### src/rtl/key_matrix_scan_if.sv
// Key-matrix scanner signal bundle: column drive and row returns toward the matrix,
// debounced key map and press event toward the clock-setting logic.
interface key_matrix_scan_if;
  logic [3:0]  col_sel;
  logic [3:0]  row_in;
  logic [15:0] key_state;
  logic        key_valid;
  logic [3:0]  key_code;

  modport master (
    output col_sel,
    output key_state,
    output key_valid,
    output key_code,
    input  row_in
  );

  modport slave (
    input  col_sel,
    input  key_state,
    input  key_valid,
    input  key_code,
    output row_in
  );
endinterface

### src/rtl/key_matrix_scan.sv
// 4x4 key matrix scanner: steps an active-low column drive, samples synchronized rows,
// debounces whole-matrix frames and reports the lowest newly pressed key as a one-clock event.
module key_matrix_scan #(
  parameter logic [31:0] SCAN_CYCLE      = 32'd50_000,
  parameter logic [7:0]  DEBOUNCE_FRAMES = 8'd5
) (
  input  logic               clk,
  input  logic               rst,
  key_matrix_scan_if.master  bus
);

  localparam int CNT_W = $clog2(SCAN_CYCLE);
  localparam logic [CNT_W-1:0] CNT_LAST = CNT_W'(SCAN_CYCLE - 32'd1);

  logic [3:0]       sync1_q, sync2_q;
  logic [CNT_W-1:0] cnt_q, cnt_d;
  logic [1:0]       col_q, col_d;
  logic [3:0]       col_sel_q, col_sel_d;
  logic [15:0]      raw_q, raw_d;
  logic [15:0]      prev_q, prev_d;
  logic [7:0]       m_q, m_d;
  logic [15:0]      key_state_q, key_state_d;
  logic             key_valid_q, key_valid_d;
  logic [3:0]       key_code_q, key_code_d;

  logic        tick;
  logic        frame_end;
  logic        same;
  logic        commit;
  logic [3:0]  rows;
  logic [15:0] frame;
  logic [15:0] new_keys;
  logic [3:0]  low_idx;
  logic [8:0]  m_inc;

  assign rows      = ~sync2_q;
  assign tick      = (cnt_q == CNT_LAST);
  assign frame_end = tick && (col_q == 2'd3);
  // The column-3 nibble joins the frame on the same tick that closes it.
  assign frame     = {rows, raw_q[11:0]};
  assign same      = (frame == prev_q);
  assign m_inc     = {1'b0, m_q} + 9'd1;
  assign commit    = frame_end && same && (m_inc >= {1'b0, DEBOUNCE_FRAMES});
  assign new_keys  = frame & ~key_state_q;

  genvar gi;
  generate
    for (gi = 0; gi < 4; gi++) begin : g_raw
      assign raw_d[gi*4 +: 4] = (tick && (col_q == 2'(gi))) ? rows : raw_q[gi*4 +: 4];
    end
  endgenerate

  always_comb begin
    low_idx = 4'h0;
    for (int i = 15; i >= 0; i--) begin
      if (new_keys[i]) low_idx = 4'(i);
    end
  end

  always_comb begin
    cnt_d       = tick ? '0 : cnt_q + CNT_W'(1);
    col_d       = tick ? col_q + 2'd1 : col_q;
    col_sel_d   = ~(4'b0001 << col_d);
    prev_d      = prev_q;
    m_d         = m_q;
    key_state_d = key_state_q;
    key_valid_d = 1'b0;
    key_code_d  = key_code_q;
    if (frame_end) begin
      prev_d = frame;
      if (same) begin
        m_d = (m_inc >= {1'b0, DEBOUNCE_FRAMES}) ? DEBOUNCE_FRAMES : m_inc[7:0];
      end else begin
        m_d = 8'd0;
      end
    end
    if (commit) begin
      key_state_d = frame;
      if (new_keys != 16'h0) begin
        key_valid_d = 1'b1;
        key_code_d  = low_idx;
      end
    end
  end

  always_ff @(posedge clk or negedge rst) begin
    if (!rst) begin
      sync1_q     <= 4'b1111;
      sync2_q     <= 4'b1111;
      cnt_q       <= '0;
      col_q       <= 2'd0;
      col_sel_q   <= 4'b1111;
      raw_q       <= 16'h0;
      prev_q      <= 16'h0;
      m_q         <= 8'd0;
      key_state_q <= 16'h0;
      key_valid_q <= 1'b0;
      key_code_q  <= 4'h0;
    end else begin
      sync1_q     <= bus.row_in;
      sync2_q     <= sync1_q;
      cnt_q       <= cnt_d;
      col_q       <= col_d;
      col_sel_q   <= col_sel_d;
      raw_q       <= raw_d;
      prev_q      <= prev_d;
      m_q         <= m_d;
      key_state_q <= key_state_d;
      key_valid_q <= key_valid_d;
      key_code_q  <= key_code_d;
    end
  end

  assign bus.col_sel   = col_sel_q;
  assign bus.key_state = key_state_q;
  assign bus.key_valid = key_valid_q;
  assign bus.key_code  = key_code_q;

endmodule

### src/flat_wrapper.sv
// flat-port wrapper written by rule: the top's interface ports become plain ports
module key_matrix_scan_flat 
#(
  parameter logic [31:0] SCAN_CYCLE      = 32'd50_000,
  parameter logic [7:0]  DEBOUNCE_FRAMES = 8'd5
)
  (clk, rst, bus_col_sel, bus_key_state, bus_key_valid, bus_key_code, bus_row_in);
  key_matrix_scan_if bus_i ();
  input  logic clk;
  input  logic rst;
  output wire logic [$bits(bus_i.col_sel)-1:0] bus_col_sel;
  output wire logic [$bits(bus_i.key_state)-1:0] bus_key_state;
  output wire logic [$bits(bus_i.key_valid)-1:0] bus_key_valid;
  output wire logic [$bits(bus_i.key_code)-1:0] bus_key_code;
  input wire logic [$bits(bus_i.row_in)-1:0] bus_row_in;
  assign bus_col_sel = bus_i.col_sel;
  assign bus_key_state = bus_i.key_state;
  assign bus_key_valid = bus_i.key_valid;
  assign bus_key_code = bus_i.key_code;
  assign bus_i.row_in = bus_row_in;
  key_matrix_scan #(.SCAN_CYCLE(SCAN_CYCLE), .DEBOUNCE_FRAMES(DEBOUNCE_FRAMES)) u_core (.clk(clk), .rst(rst), .bus(bus_i));
endmodule
### config.mk
export PLATFORM = sky130hd
export DESIGN_NAME = key_matrix_scan_flat
export DESIGN_NICKNAME = d
export VERILOG_FILES = /design/src/rtl/key_matrix_scan_if.sv /design/src/rtl/key_matrix_scan.sv /design/src/flat_wrapper.sv
export SDC_FILE = /design/constraint.sdc
export NUM_CORES = 1
export LEC_CHECK = 0
export ABC_AREA = 0
export CAP_MARGIN = 20
export CORE_ASPECT_RATIO = 1.2
export CORE_MARGIN = 3
export CORE_UTILIZATION = 40
export CTS_BUF_LIST = sky130_fd_sc_hd__clkbuf_2 sky130_fd_sc_hd__clkbuf_4 sky130_fd_sc_hd__clkbuf_8
export DETAILED_ROUTE_END_ITERATION = 12
export PLACE_DENSITY_LB_ADDON = 0.1
export SYNTH_ARGS = -nofsm -noshare
export SYNTH_HDL_FRONTEND = slang
export SYNTH_SLANG_ARGS = --single-unit
### constraint.sdc
create_clock -name clk -period 2.6 [get_ports clk]
set_input_delay 0.39 -clock clk [delete_from_list [all_inputs] [get_ports clk]]
set_output_delay 0.39 -clock clk [all_outputs]
set_load 0.02 [all_outputs]
==> metrics.json, run 1 <==
{
  "logic_synthesis": {
    "synth_sequential_area_ratio": 0.5677,
    "syn-cell-area_um2": 3861,
    "async_flop_share": 1.000,
    "synth_ff_type": "dfrtp_1",
    "number_of_standard_cells_after_synthesis": 363,
    "synth_edf_count": 0,
    "synthDistinctLibCells": 43,
    "yosysWarnings": 0,
    "average_instance_area_after_synthesis_um2": 10.64,
    "synth-seq-cells": 87,
    "mappedNetlistNets": 376
  },
  "final_layout": {
    "diodes": 0,
    "layout-drive-gt1-share": 0.09877,
    "layout_common_cells": "dfrtp_1, nand2_1, clkdlybuf4s50_1, o21ai_0, xnor2_1",
    "numnets_final": 413,
    "layout.cells.most_common": "dfrtp_1",
    "layout.cell_area.non_filler_um2": 4544,
    "area_growth_pct": 17.69
  },
  "clocking": {
    "tritoncts_clock_tree": "built",
    "clk_path_buf_depth": 2,
    "clock_insertion_delay_worst_skew_ns": 0.36,
    "ctsHtreeMaxLevel": 3,
    "number_of_buffers_inserted_by_hold_repair_at_cts": 0,
    "clockRootBuffer": "clkbuf_8",
    "postCtsResizedCells": 0,
    "post_cts_buffers": 0,
    "clock_sinks": 87,
    "worst_setup_hold_path_clk_slew_ns": 0.09,
    "cts-buffers-inserted": 9
  },
  "sta": {
    "worst_clock_skew_ns": 0.008726,
    "post-route-min-period_ns": 2.351,
    "slew_headroom": 0.6130,
    "final_max_slew_viol_count": 0,
    "report.final.setup_viol": 0,
    "setup_repair_after_global_routing_missed_its_margin": "no",
    "fmax_mhz": 425.3,
    "final_setup_tns_ns": 0,
    "final-hold-violation-count": 0,
    "worst_slew_pin_tran_ns": 0.5791,
    "min_period_over_period": 0.9043
  },
  "power": {
    "total_leakage_power_nw": 2.101,
    "irDropWorstVdd_mv": 0.4566,
    "pwr_density_cell_nw_per_um2": 546.6
  },
  "setup_path": {
    "worst-path-max-fanout": 20,
    "critical_path_depth": 6,
    "worst_setup_path_start_kind": "register",
    "regToRegStartpoint": "u_core.cnt_q[12]",
    "reg2reg_depth": 6,
    "crit_required_ns": 2.85,
    "setup.reg_to_reg.worst_slack_ns": 0.25,
    "category_of_the_critical_setup_timing_path": "register to register",
    "worstSetupStartpoint": "u_core.cnt_q[12]",
    "timing.critical_path.arrival_ns": 2.60,
    "critical_path.n_buffers_inverters": 1,
    "crit-reg2reg-capture": "u_core.bus.key_state[7]",
    "crit_path_slowest_cell": "or4_4",
    "timing.critical_path.cells": "or4_4 > nor4_4 > and2_1 > and4b_1 > buf_4 > mux2_1",
    "slowest_delay_ns": 0.58,
    "cpLargestDelayFamily": "simple AND/OR/NAND/NOR gates",
    "critical_path.endpoint_type": "register"
  },
  "global_route": {
    "grt_usage": 0.1602,
    "grt_start_max_net_pins": 47,
    "first_global_vias": 2632,
    "grt_overflow": 0,
    "grt_pass1_wl_um": 13240,
    "grt_antenna_before_repair": 0
  },
  "placement": {
    "placedInstanceArea_um2": 4318,
    "numPortBuffers": 30,
    "gp_routability_congestion": 0.8744,
    "place.detailed.hpwl_um": 5430
  },
  "floorplan": {
    "die_y_um": 113.6,
    "fp.dieArea_um2": 10870,
    "core_area_um2": 9224,
    "die_x_um": 95.69,
    "effective_utilization_at_floorplan": 0.4186,
    "pin_count": 31,
    "core.rowCount": 38
  },
  "drt": {
    "pre_antenna_drt_iters": 4,
    "route.vias.total": 2649,
    "avgRoutedWirePerCell_um": 14.82,
    "dr.first_iter.drc_count": 156,
    "route.detailed.drc": 0,
    "drtAntennaViolNets": 0,
    "vias_per_cell": 5.046,
    "detail_route.wirelength_um": 7782
  },
  "job": {
    "max_cap_violations": 0
  },
  "outcome": {
    "outcome": "completed"
  },
  "hold_path": {
    "worstHoldPathType": "input pin to asynchronous set/reset pin"
  }
}
[registers in the layout (all words and copies together), names as in the netlist]
signal                cells
u_core.bus.key_state     16
u_core.cnt_q             16
u_core.prev_q            16
u_core.raw_q             12
u_core.m_q                8
u_core.bus.col_sel        4
u_core.bus.key_code       4
u_core.sync1_q            4
u_core.sync2_q            4
u_core.col_q              2
u_core.bus.key_valid      1
[worst max-delay path by stage]
| stage | to | slack, ns |
|---|---|---|
| final | u_core.bus.key_state[7] | 0.25 |
| after global routing | u_core.bus.key_code[0] | 0.13 |
| after CTS | u_core.bus.key_state[7] | 0.24 |
| after detailed placement | u_core.bus.key_state[7] | 0.24 |
| after global placement | u_core.bus.key_state[7] | 0.27 |
| after floorplan | u_core.bus.key_state[0] | 0.24 |
[layer usage]
metal / vias up / share of wire / track usage
met3: 15 / 0.040 / 0.03232
met4: 0 / 0.026 / 0.08918
met2: 51 / 0.46 / 0.2352
met1: 1293 / 0.48 / 0.2204
li1: 1290 / - / -
met5: - / 0 / 0
[metrics by stage]
step | worst slack [ns] | hold WS (ns) | total power, mW | std cells | utilization
finish | 0.2489 | 0.0006556 | 2.484 | 525 | 0.4927
global placement | 0.2748 | 0.3457 | 1.455 | 509 | 0.4681
CTS | 0.2381 | 0.003377 | 2.524 | 525 | 0.4927
global route | 0.1315 | 0.02651 | 2.584 | 525 | 0.4927
floorplan | 0.2382 | 0.09441 | 1.409 | 363 | -
detailed placement | 0.2389 | 0.3468 | 1.455 | 509 | 0.4681
[synthesized netlist by cell type, types with 10 or more instances]
cell type / count / area share
a21oi_1: 10 / 0.013
xor2_1: 11 / 0.025
nand2_1: 74 / 0.072
nor2_1: 19 / 0.018
xnor2_1: 21 / 0.048
inv_1: 12 / 0.012
o21ai_0: 22 / 0.029
dfrtp_1: 75 / 0.49
dfstp_2: 12 / 0.082
mux2_1: 13 / 0.038
nor2b_1: 16 / 0.026
[where the power goes]
part	internal [mW]	total (mW)	switching [mW]
logic	0.0165	0.0517	0.0352
clock network	0.578	1.06	0.479
registers	1.36	1.37	0.0109
total	1.96	2.48	0.526
[kinds of logic after synthesis]
logic type | share of synthesized area
AO/OA/AOI/OAI | 0.06935
XOR/XNOR | 0.07259
adder cells (fa/ha/maj) | 0.02268
buffers and inverters | 0.02430
flip-flops | 0.5677
multiplexers | 0.04828
AND/OR/NAND/NOR | 0.1951
[area by class of cell]
class / instances / area, µm²
tap: 120 / 150.1
sequential: 87 / 2192
inverter: 12 / 45.04
multi-input combinational: 254 / 1575
timing repair buffer: 36 / 355.3
fill: 883 / 4679
clock buffer: 11 / 145.1
clock inverter: 5 / 81.33
[worst register-to-register path, cell delays in order (launching register included)]
cell	delay (ns)
dfrtp_1	0.43
or4_4	0.58
nor4_4	0.23
and2_1	0.19
and4b_1	0.19
buf_4	0.26
mux2_1	0.36
Note: power is estimated with default switching activity, not from simulation.
==> inputs of run 2 (changes only) <==
--- a/config.mk
+++ b/config.mk
@@ -11,6 +11,7 @@
 export CORE_MARGIN = 3
 export CORE_UTILIZATION = 40
 export CTS_BUF_LIST = sky130_fd_sc_hd__clkbuf_2 sky130_fd_sc_hd__clkbuf_4 sky130_fd_sc_hd__clkbuf_8
+export CTS_CLUSTER_SIZE = 24
 export DETAILED_ROUTE_END_ITERATION = 12
 export PLACE_DENSITY_LB_ADDON = 0.1
 export SYNTH_ARGS = -nofsm -noshare
==> results of run 2 <==
No change in the layout: final DEF, timing and power equal those of run 1.
